<file path="config.mk">
export PLATFORM = sky130hd
export DESIGN_NAME = uart_rx_param
export DESIGN_NICKNAME = d
export VERILOG_FILES = /design/src/rtl/uart_rx_param.sv
export SDC_FILE = /design/constraint.sdc
export NUM_CORES = 1
export LEC_CHECK = 0
export ABC_AREA = 1
export BUFFER_PORTS_ARGS = -buffer_cell sky130_fd_sc_hd__buf_4
export CAP_MARGIN = 20
export CORE_UTILIZATION = 30
export DETAILED_ROUTE_END_ITERATION = 10
export PLACE_DENSITY_LB_ADDON = 0.2
export SLEW_MARGIN = 15
export SYNTH_ARGS = -nofsm -noshare
export SYNTH_HDL_FRONTEND = slang
export SYNTH_SLANG_ARGS = --single-unit
</file>
<file path="constraint.sdc">
create_clock -name clk -period 2.1 [get_ports clk]
set_clock_uncertainty 0.05 [all_clocks]
set_input_delay 0.105 -clock clk [delete_from_list [all_inputs] [get_ports clk]]
set_output_delay 0.105 -clock clk [all_outputs]
set_load 0.03 [all_outputs]
</file>
<file path="src/rtl/uart_rx_param.sv">
// Parametrised UART receiver: 2-flop synchroniser, glitch-rejecting start detect, parity/stop checking,
// valid/ready output with sticky overrun. Define RX_MAJORITY_EN for 2-of-3 majority sampling.
module uart_rx_param #(
    parameter int unsigned CLKS_PER_BIT = 10417,
    parameter int unsigned DATA_BITS    = 8,
    parameter int unsigned PARITY       = 0,
    parameter int unsigned STOP_BITS    = 1
) (
    input  logic                 clk,
    input  logic                 rst_n,
    input  logic                 clear,
    input  logic                 rx,
    output logic [DATA_BITS-1:0] data,
    output logic                 data_valid,
    input  logic                 data_ready,
    output logic                 parity_err,
    output logic                 frame_err,
    output logic                 overrun,
    output logic                 busy
);

    localparam int unsigned CNT_W = 16;
    localparam int unsigned IDX_W = (DATA_BITS > 1) ? $clog2(DATA_BITS) : 1;
    localparam logic [CNT_W-1:0] FULL_LAST = CNT_W'(CLKS_PER_BIT - 1);
    localparam logic [CNT_W-1:0] HALF_LAST = CNT_W'(CLKS_PER_BIT / 2 - 1);
    localparam logic [IDX_W-1:0] LAST_IDX  = IDX_W'(DATA_BITS - 1);
    localparam logic             LAST_STOP = 1'(STOP_BITS - 1);

    typedef enum logic [2:0] {
        IDLE,
        START,
        DATA,
        PAR,
        STOP,
        WAIT_HI
    } state_t;

    state_t               state;
    logic [CNT_W-1:0]     cnt;
    logic [IDX_W-1:0]     bit_idx;
    logic                 stop_idx;
    logic [DATA_BITS-1:0] shift;
    logic                 par_acc;
    logic                 par_bad;
    logic                 fe_acc;
    logic                 rx_meta;
    logic                 rx_s;

    logic                 bit_c;
    logic [CNT_W-1:0]     sample_pt_c;
    logic                 at_sample_c;
    logic                 fe_c;

    // Two-flop synchroniser; idles high so reset never looks like a start bit
    always_ff @(posedge clk or negedge rst_n) begin
        if (!rst_n) begin
            rx_meta <= 1'b1;
            rx_s    <= 1'b1;
        end else begin
            rx_meta <= rx;
            rx_s    <= rx_meta;
        end
    end

`ifdef RX_MAJORITY_EN
    logic rx_h1;
    logic rx_h2;

    // History of the two previous rx_s values, voted with the current one at each sample point
    always_ff @(posedge clk or negedge rst_n) begin
        if (!rst_n) begin
            rx_h1 <= 1'b1;
            rx_h2 <= 1'b1;
        end else begin
            rx_h1 <= rx_s;
            rx_h2 <= rx_h1;
        end
    end

    assign bit_c = (rx_h2 & rx_h1) | (rx_h2 & rx_s) | (rx_h1 & rx_s);
`else
    assign bit_c = rx_s;
`endif

    assign sample_pt_c = (state == START) ? HALF_LAST : FULL_LAST;
    assign at_sample_c = (cnt == sample_pt_c);
    assign fe_c        = fe_acc | ~bit_c;

    // Receiver FSM and output handshake
    always_ff @(posedge clk or negedge rst_n) begin
        if (!rst_n) begin
            state      <= IDLE;
            cnt        <= '0;
            bit_idx    <= '0;
            stop_idx   <= 1'b0;
            shift      <= '0;
            par_acc    <= 1'b0;
            par_bad    <= 1'b0;
            fe_acc     <= 1'b0;
            data       <= '0;
            data_valid <= 1'b0;
            parity_err <= 1'b0;
            frame_err  <= 1'b0;
            overrun    <= 1'b0;
            busy       <= 1'b0;
        end else if (clear) begin
            // Abandon any frame and wait for an idle line before hunting again
            state      <= WAIT_HI;
            busy       <= 1'b1;
            cnt        <= '0;
            bit_idx    <= '0;
            stop_idx   <= 1'b0;
            par_acc    <= 1'b0;
            par_bad    <= 1'b0;
            fe_acc     <= 1'b0;
            data_valid <= 1'b0;
            parity_err <= 1'b0;
            frame_err  <= 1'b0;
            overrun    <= 1'b0;
        end else begin
            if (data_valid && data_ready) begin
                data_valid <= 1'b0;
            end

            case (state)
                IDLE: begin
                    cnt <= '0;
                    if (!rx_s) begin
                        state   <= START;
                        busy    <= 1'b1;
                        bit_idx <= '0;
                        par_acc <= 1'b0;
                        par_bad <= 1'b0;
                        fe_acc  <= 1'b0;
                    end
                end

                START: begin
                    if (at_sample_c) begin
                        cnt <= '0;
                        if (!bit_c) begin
                            state <= DATA;
                        end else begin
                            state <= IDLE;
                            busy  <= 1'b0;
                        end
                    end else begin
                        cnt <= cnt + CNT_W'(1);
                    end
                end

                DATA: begin
                    if (at_sample_c) begin
                        cnt            <= '0;
                        shift[bit_idx] <= bit_c;
                        par_acc        <= par_acc ^ bit_c;
                        if (bit_idx == LAST_IDX) begin
                            bit_idx <= '0;
                            state   <= (PARITY != 0) ? PAR : STOP;
                        end else begin
                            bit_idx <= bit_idx + IDX_W'(1);
                        end
                    end else begin
                        cnt <= cnt + CNT_W'(1);
                    end
                end

                PAR: begin
                    if (at_sample_c) begin
                        cnt     <= '0;
                        par_bad <= (PARITY == 2) ? ~(par_acc ^ bit_c) : (par_acc ^ bit_c);
                        state   <= STOP;
                    end else begin
                        cnt <= cnt + CNT_W'(1);
                    end
                end

                STOP: begin
                    if (at_sample_c) begin
                        cnt <= '0;
                        if (stop_idx == LAST_STOP) begin
                            stop_idx <= 1'b0;
                            fe_acc   <= 1'b0;
                            // A low stop bit may be a break; hold off until the line returns high
                            if (fe_c) begin
                                state <= WAIT_HI;
                            end else begin
                                state <= IDLE;
                                busy  <= 1'b0;
                            end
                            if (!data_valid || data_ready) begin
                                data       <= shift;
                                parity_err <= par_bad;
                                frame_err  <= fe_c;
                                data_valid <= 1'b1;
                            end else begin
                                overrun <= 1'b1;
                            end
                        end else begin
                            stop_idx <= 1'b1;
                            fe_acc   <= fe_c;
                        end
                    end else begin
                        cnt <= cnt + CNT_W'(1);
                    end
                end

                WAIT_HI: begin
                    cnt <= '0;
                    if (rx_s) begin
                        state <= IDLE;
                        busy  <= 1'b0;
                    end
                end

                default: begin
                    state <= IDLE;
                    busy  <= 1'b0;
                    cnt   <= '0;
                end
            endcase
        end
    end

endmodule
</file>
==> results of run 1 <==
==> worst max-delay path: stages, from the launching register on <==
cell and delay, ns:
sky130_fd_sc_hd__dfrtp_1 0.41, sky130_fd_sc_hd__inv_2 0.10, sky130_fd_sc_hd__nand2_1 0.07, sky130_fd_sc_hd__nor2_1 0.09, sky130_fd_sc_hd__nand2_1 0.07, sky130_fd_sc_hd__nor2_2 0.12, sky130_fd_sc_hd__nand3_4 0.17, sky130_fd_sc_hd__nor3_4 0.17
sky130_fd_sc_hd__nand2_2 0.25, sky130_fd_sc_hd__nand2_1 0.16, sky130_fd_sc_hd__o21ai_2 0.06
==> cell families after synthesis <==
| kind of cell | after synthesis | synth area share |
|---|---|---|
| AO/OA/AOI/OAI | 37 | 0.0944 |
| AND/OR/NAND/NOR | 165 | 0.299 |
| buffers and inverters | 49 | 0.0821 |
| flip-flops | 47 | 0.481 |
| adder cells (fa/ha/maj) | 3 | 0.0153 |
| XOR/XNOR | 8 | 0.0286 |
==> state kept, by name, indices dropped and copies added (netlist names) <==
register and count:
shift 8, overrun 1, state 3, bit_idx 3, bit_c 1, cnt 16
frame_err 1, data 8, par_acc 1, par_bad 1, busy 1, parity_err 1
rx_meta 1, data_valid 1
==> repair_timing <==
action                     CTS  global route
hold buffers                 2             0
hold endpoints to repair    46             0
setup endpoints to repair    0             6
resized for setup            0             1
==> power by group through the flow <==
stage / sequential (mW) / clock, mW / combinational [mW]
2_1_floorplan: 1.10 / 0 / 0.394
3_3_place_gp: 1.07 / 0 / 0.606
3_5_place_dp: 1.06 / 0 / 0.607
4_1_cts: 1.05 / 0.711 / 0.614
5_1_grt: 1.06 / 0.742 / 0.697
6_report: 1.05 / 0.679 / 0.604
==> cells in the mapped netlist, types with 2 or more instances <==
library cell	count
sky130_fd_sc_hd__nand3_1	21
sky130_fd_sc_hd__a31oi_1	2
sky130_fd_sc_hd__nor4_1	2
sky130_fd_sc_hd__nor2_1	37
sky130_fd_sc_hd__dfrtp_1	45
sky130_fd_sc_hd__inv_1	38
sky130_fd_sc_hd__o21ai_0	11
sky130_fd_sc_hd__or2_2	2
sky130_fd_sc_hd__a21oi_1	5
sky130_fd_sc_hd__inv_2	6
sky130_fd_sc_hd__buf_6	2
sky130_fd_sc_hd__o21ai_1	7
sky130_fd_sc_hd__nand2_1	81
sky130_fd_sc_hd__o21ai_2	8
sky130_fd_sc_hd__nor3_1	6
sky130_fd_sc_hd__nand2_2	2
sky130_fd_sc_hd__nor2_2	7
sky130_fd_sc_hd__xnor2_1	4
sky130_fd_sc_hd__dfstp_2	2
sky130_fd_sc_hd__buf_2	2
sky130_fd_sc_hd__xor2_1	4
sky130_fd_sc_hd__nor3b_1	3
sky130_fd_sc_hd__ha_1	3
==> path summary, 6_finish.rpt <==
check / slack (ns) / startpoint / end
worst max-delay path: 0.26 / cnt[9] / data[5]
worst min-delay path: 0.02 / clear / overrun
worst max register to register: 0.26 / cnt[9] / data[5]
worst min register to register: 0.31 / rx_meta / bit_c
max in group asynchronous: 1.29 / rst_n / data[4]
min in group asynchronous: 0.31 / rst_n / data_valid
==> metal layers <==
layer  wire (microns)  vias up  share of wire  track usage
met5                0        -              0            0
li1                 -     1018              -            -
met4              120        0          0.025       0.0547
met1             2450      858           0.50        0.176
met2             2130       41           0.44        0.197
met3              178       10          0.036       0.0255
==> metrics by stage <==
stage	std cells	hold slack [ns]	utilization	instance area [sq um]	total power, mW
final	436	0.0195	0.363	2830	2.33
after CTS	436	0.00756	0.362	2830	2.37
after global routing	436	0.0118	0.363	2830	2.50
after detailed placement	426	0.124	0.345	2690	1.67
after floorplan	309	-0.241	-	2450	1.49
after global placement	426	0.117	0.345	2690	1.67
==> layout make-up <==
| class | instances | area [sq um] | area share |
|---|---|---|---|
| Sequential cell | 47 | 1180 | 0.416 |
| Inverter | 44 | 165 | 0.0583 |
| Clock buffer | 5 | 68.8 | 0.0243 |
| Tap cell | 102 | 128 | 0.0451 |
| Multi-Input combinational cell | 213 | 1080 | 0.380 |
| Timing Repair Buffer | 22 | 170 | 0.0601 |
| Clock inverter | 3 | 43.8 | 0.0155 |
==> run summary, run 1 <==
The logs give 0 ns for the summed negative setup slack over all endpoints and 0.00781 sq mm for the area inside the core boundary. The overall routing resource usage was 0.129; the share of flip-flops with an asynchronous set or reset was 1.00. The library cell used most frequently in the layout, excluding fill and tap cells, is sky130_fd_sc_hd__nand2_1. The cell count of the worst hold path works out to 2.

In this run the number of H-tree levels came out at 2. The share of layout cells above drive strength 1 is 0.177, and the via count of the first global-routing pass is 1919. The number of instances in the synthesized netlist is 309.

In this run the tool buffered the top-level ports with 17 buffer cells. After synthesis, the cell types taking the most area are sky130_fd_sc_hd__dfrtp_1 (46%), sky130_fd_sc_hd__nand2_1 (12%), sky130_fd_sc_hd__inv_1 (5.8%). The highest fanout seen on the critical path was 16; the number of endpoints failing setup at the final stage was 0.

The worst-case setup slack after placement is 0.166 ns, and the ratio of final minimum period to clock period is 0.876. The logs give 0.449 for the portion of total power attributed to sequential cells and 0.314 for the initial core utilization. The total wire length came out at 4880 microns. The count of nets left with antenna violations once routing finished came out at 0. The number of distinct library cells after synthesis was 32; the detailed placement HPWL was 3490 microns. The tree is rooted in a sky130_fd_sc_hd__clkbuf_8. For the relative max-transition margin, the log shows 0.493.

Setup repair after global routing left no endpoint under its margin. Summing over every cut layer, the via total after detailed routing is 1927. In this run, the number of DRC markers left after iteration 0 of detailed routing was 121.

The tools report the fraction of power consumed by combinational cells as 0.259. The first global-routing pass estimated 8690 microns of wire. Summed over all instances, the cell type with the most area after synthesis is sky130_fd_sc_hd__dfrtp_1. The tools report the total grt overflow as 0. Dividing total power by cell area gives a power density of 823 mW/mm^2. Yosys printed 0 warnings. The portion of synthesized cell area occupied by the leading cell type came out at 0.459.

In the routed design, unresolved DRC markers number 0. Clock latency on the worst-skew pair, taken at its later pin, is 0.31 ns. The congestion estimate from routability-driven global placement came to 0.890. The tools report the overall die area as 0.00854 sq mm.

The longest clock path from root to sink contains 2 buffers. Internal power comes to 1.53 mW. The leakage power was 1.31 nW.

The cell row count is 32, and the worst reg-to-reg path cell count is 10. The number of antenna violations at the first check in global routing came out at 0. Commonest register cell after synthesis: sky130_fd_sc_hd__dfrtp_1. Dividing the detail-routed wire length by the instance count gives 11.2 microns. Each instance of the synthesized netlist takes up on average 7.94 sq um.

Routed via count divided by cell count: 4.42. The logs give 0.260 ns for the worst path setup slack after routing and 0.481 for the sequential element share of the synthesized area. In this run the vertical extent of the chip is 92.4 microns.

The tools report the sort of element at the end of the critical path as a register. For the pin with the worst max-slew slack, the measured transition is 0.758 ns. The final net count was 341; the number of iterations in the first detailed-routing pass was 4. The type of the worst setup path is reg -> reg. For the total net switching power, the log shows 804 uW. The logs give 0 for the setup fix buffers added after clock tree synthesis and 2.24 ns for the required time at the endpoint of the critical path. The smallest clock period supported by the final layout is computed as 1.84 ns. The final max-slew violation count was 0.

From synthesis to final layout, the design area changed by 15.5%. The flow ran to the end, and the final reports show no timing, DRC or antenna violations. The final hold violation count was 0; the switching power share of the total was 0.345. The number of inserted filler cells in the final layout was 833. IR analysis of the VDD net gives a maximum drop of 0.297 mV. The total inserted antenna cells is 0, and the number of enable flip-flop cells after synthesis is 0.

The run gives 48 as the maximum number of pins on one net before global-route repair. In the layout the commonest cells are sky130_fd_sc_hd__nand2_1 (81), sky130_fd_sc_hd__dfrtp_1 (45), sky130_fd_sc_hd__inv_1 (38). The clock-pin slew on the worst setup and hold paths is 0.09 ns. Across the run, the number of max-cap violations was 0. The run gives 5 as the number of buffers added by the clock tree synthesis step. The number of nets handed over by synthesis was 317. The count of state elements after synthesis was 47.

The netlist area before placement was 0.00245 sq mm; the boundary pin count was 18. The sink count of the clock tree is 47, and the clock power share is 0.292. STA puts the critical path data arrival time at 1.98 ns. Startpoint class of the critical path: a register. TritonCTS built the clock tree.

Derived from the worst setup path, the maximum achievable clock frequency is 544 MHz. The worst min-delay path class was in -> reg. The width of the chip works out to 92.4 microns.
(Power assumes the default switching activity.)
==> run 2, diff against run 1 <==
- CELL_PAD_IN_SITES_DETAIL_PLACEMENT: unset -> 0
- CELL_PAD_IN_SITES_GLOBAL_PLACEMENT: unset -> 2
==> run 2 against run 1 <==
Cell area up 1.9%. Worst setup slack worse by 0.034 ns. Largest cell class unchanged. Critical endpoint is now cnt[9]. Global-route usage up 1.6 points. Routed wire length up 13%. Utilization up 0.69 points. Count of clock-buffer cells in the layout unchanged. Cell count up 0.92%.
==> run summary, run 2 (same netlist as run 1, synthesis figures left out) <==
The number of endpoints failing setup at the final stage is 0 (unchanged), and the cell count of the worst hold path is 2 (unchanged). The tools report the clock latency on the worst-skew pair as 0.30 ns (about the same). The final critical-path required period was 1.87 ns (+0.0340 ns); the largest voltage drop on the vdd net was 0.325 mV (+9.5%). Placer congestion estimate: 0.816 (-8.3%). The tools report the reg-to-reg critical path startpoint as state[0]. The run gives 0.252 (-0.007) as the fraction of power consumed by combinational cells. The placed cell count was 430 (+0.94%). The tools report the required time at the endpoint of the critical path as 2.26 ns (+0.02 ns). The ratio of final minimum period to clock period is 0.892 (+0.0162), and the final max-slew violation count is 0 (unchanged).

The signal arrival time at the worst endpoint came out at 2.04 ns (+0.06 ns). The share of layout cells above drive strength 1 is 0.186 (+0.00974). The worst min-delay path class is in -> reg. Traced cell by cell, the critical path runs through inv_2 -> nor2_4 -> nand2_1 -> inv_2 -> nand2_1 -> nand3_4 -> o211ai_2 -> nor3b_1. The initial core utilization is 0.314 (unchanged), and the relative area change from synthesis to final layout is 17.7%.

The total grt overflow is 0 (unchanged). For the number of inserted filler cells in the final layout, the log shows 844 (+1.3%). The routed wirelength normalized by instance count is 12.5 microns (+12%). The number of design-rule violations left by the first detailed-router iteration is 99 (-18%), and the max capacitance violation total is 0 (unchanged). The total power per unit cell area was 860 mW/mm^2 (+4.5%).

For the number of antenna violations at the first check in global routing, the log shows 0 (unchanged). Clock tree synthesis selected as its root buffer the cell sky130_fd_sc_hd__clkbuf_8. The startpoint class of the critical path is a register. The via count of the first global-routing pass came out at 1978 (+3.1%). TritonCTS built the clock tree.

The footprint of the flip-flops and latches was 0.00118 sq mm (unchanged). The run gives 5510 microns (+13%) as the total wire length. The width of the chip is 92.4 microns (unchanged), and the maximum root-to-sink buffer count is 2 (unchanged). The overall die area came out at 0.00854 sq mm (unchanged).

STA classifies the critical path endpoint as a register. The overall routing resource usage is 0.144 (+0.0158), and the total power of the final layout is 2.48 mW (+6.5%). The total inserted antenna cells is 0 (unchanged).

The cell internal power dissipation is 1.65 mW (+8.5%), and the number of buffer cells added on primary ports is 17 (unchanged). The source of the worst hold timing path was clear. The total vias in the final route is 1973 (+2.4%).

The top cell types in the final layout, fill and taps aside, are sky130_fd_sc_hd__nand2_1 (81), sky130_fd_sc_hd__dfrtp_1 (45), sky130_fd_sc_hd__inv_1 (38). The non-filler instance count after layout was 440 (+0.92%); the detailed placement HPWL was 3990 microns (+14%). The number of iterations in the first detailed-routing pass is 4 (unchanged), and the sink count of the clock tree is 47 (unchanged).

For the maximum number of pins on one net before global-route repair, the log shows 48 (unchanged). The switching power share of the total was 0.333 (-0.0121); the count of cell instances traversed by the critical path was 8 (-2). The cell type group with the largest total delay on the critical path is simple AND/OR/NAND/NOR gates. Type of the worst setup path: reg -> reg. The clock-pin slew on the worst setup and hold paths was 0.10 ns (about the same); the number of flip-flops in the largest register was 16 (unchanged). The tools report the top achievable clock speed as 534 MHz (-1.8%). The cell row count was 32 (unchanged).

The boundary pin count came out at 18 (unchanged). The largest registers in the layout are cnt (16), data (8), shift (8). The logs give 0 (unchanged) for the residual DRC count and 345 (+1.2%) for the final net count. The post-detailed-route count of antenna-violating nets is 0 (unchanged), and the relative max-transition margin is 0.460 (-0.0327).

For the first-pass GRT wire length, the log shows 9580 microns (+10%). The worst reg-to-reg path cell count was 8 (-2). Final hold violation count: 0 (unchanged).

Leaving out fill and tap cells, the most frequent cell in the layout is sky130_fd_sc_hd__nand2_1. Setup repair after global routing left no endpoint under its margin. The combined buffer and inverter count along the critical path is 2 (+1), and the routed via count divided by cell count is 4.48 (+1.5%).

The vertical extent of the die is 92.4 microns (unchanged). Largest register by flop count: cnt. The biggest cell delay along the critical path came out at 0.42 ns (about the same).

The largest individual stage delay along the critical path comes from the cell sky130_fd_sc_hd__dfrtp_1. The start point of the critical path is state[0]. The summed negative setup slack over all endpoints was 0 ns (unchanged). The leakage power is 1.34 nW (+2.1%). The total net switching power is 826 uW (+2.8%). The highest fanout seen on the critical path is 16 (unchanged), and the area inside the core boundary is 0.00781 sq mm (unchanged). The measured slew at the worst slew-check pin was 0.807 ns (+0.0489 ns).

The number of buffers added by the clock tree synthesis step was 5 (unchanged). The flow ran to the end, and the final reports show no timing, DRC or antenna violations. The H-tree level count was 2 (unchanged).

The logs give 0.324 (+0.032) for the clock power share and 0 (unchanged) for the setup fix buffers added after clock tree synthesis. For the combined area of the multi-input logic cells, the log shows 0.00108 sq mm (unchanged). For the portion of total power attributed to sequential cells, the log shows 0.424 (-0.025).
run 2: cell count changes in the layout (fill, tap and decap cells not counted):
cell,delta
sky130_fd_sc_hd__clkinv_4,-1
sky130_fd_sc_hd__clkinv_2,-1
sky130_fd_sc_hd__clkinvlp_4,+1
sky130_fd_sc_hd__bufinv_16,+1
sky130_fd_sc_hd__buf_4,+4
run 2: worst reg2reg max path, cell delays in order, from the launching register on:
cell                       delay (ns)
sky130_fd_sc_hd__dfrtp_1         0.42
sky130_fd_sc_hd__inv_2           0.07
sky130_fd_sc_hd__nor2_4          0.10
sky130_fd_sc_hd__nand2_1         0.14
sky130_fd_sc_hd__inv_2           0.07
sky130_fd_sc_hd__nand2_1         0.08
sky130_fd_sc_hd__nand3_4         0.18
sky130_fd_sc_hd__o211ai_2        0.37
sky130_fd_sc_hd__nor3b_1         0.31
run 2: area by class of cell:
class	count	area share
inverter	44	0.0572
clock inverter	3	0.0234
multi-input combinational	213	0.373
tap	102	0.0442
clock buffer	5	0.0239
sequential	47	0.408
timing repair buffer	26	0.0694
run 2: metal layers:
| metal | GRT usage | wire (microns) | part of all wire | vias up |
|---|---|---|---|---|
| li1 | - | - | - | 1025 |
| met1 | 0.197 | 2770 | 0.50 | 909 |
| met2 | 0.232 | 2500 | 0.45 | 33 |
| met3 | 0.0271 | 172 | 0.031 | 6 |
| met4 | 0.0430 | 68 | 0.012 | 0 |
| met5 | 0 | 0 | 0 | - |
run 2: what timing repair did:
item,CTS,global route
hold endpoints to repair,46,0
gates resized for setup,0,1
setup endpoints to repair,0,7
hold buffers,2,0
run 2: final timing paths:
path | endpoint | slack, ns
setup / recovery | cnt[9] | 0.23
hold / removal | overrun | 0.01
setup reg to reg | cnt[9] | 0.23
hold reg to reg | bit_c | 0.31
max in group asynchronous | cnt[2] | 1.26
min in group asynchronous | cnt[7] | 0.30
run 2: power by group through the flow:
stage | logic, mW | registers [mW] | clock network (mW)
detailed placement | 0.630 | 1.07 | 0
global route | 0.720 | 1.06 | 0.866
finish | 0.626 | 1.05 | 0.804
floorplan | 0.394 | 1.10 | 0
CTS | 0.636 | 1.05 | 0.831
global placement | 0.638 | 1.07 | 0
run 2: through the flow:
step | hold WS, ns | utilization | setup slack, ns | cell area (sq um)
after global routing | 0.0189 | 0.370 | 0.0183 | 2890
final | 0.0146 | 0.370 | 0.226 | 2890
after floorplan | -0.241 | - | 0.517 | 2450
after CTS | 0.000291 | 0.369 | 0.140 | 2880
after detailed placement | 0.112 | 0.349 | 0.167 | 2720
after global placement | 0.123 | 0.349 | 0.151 | 2720
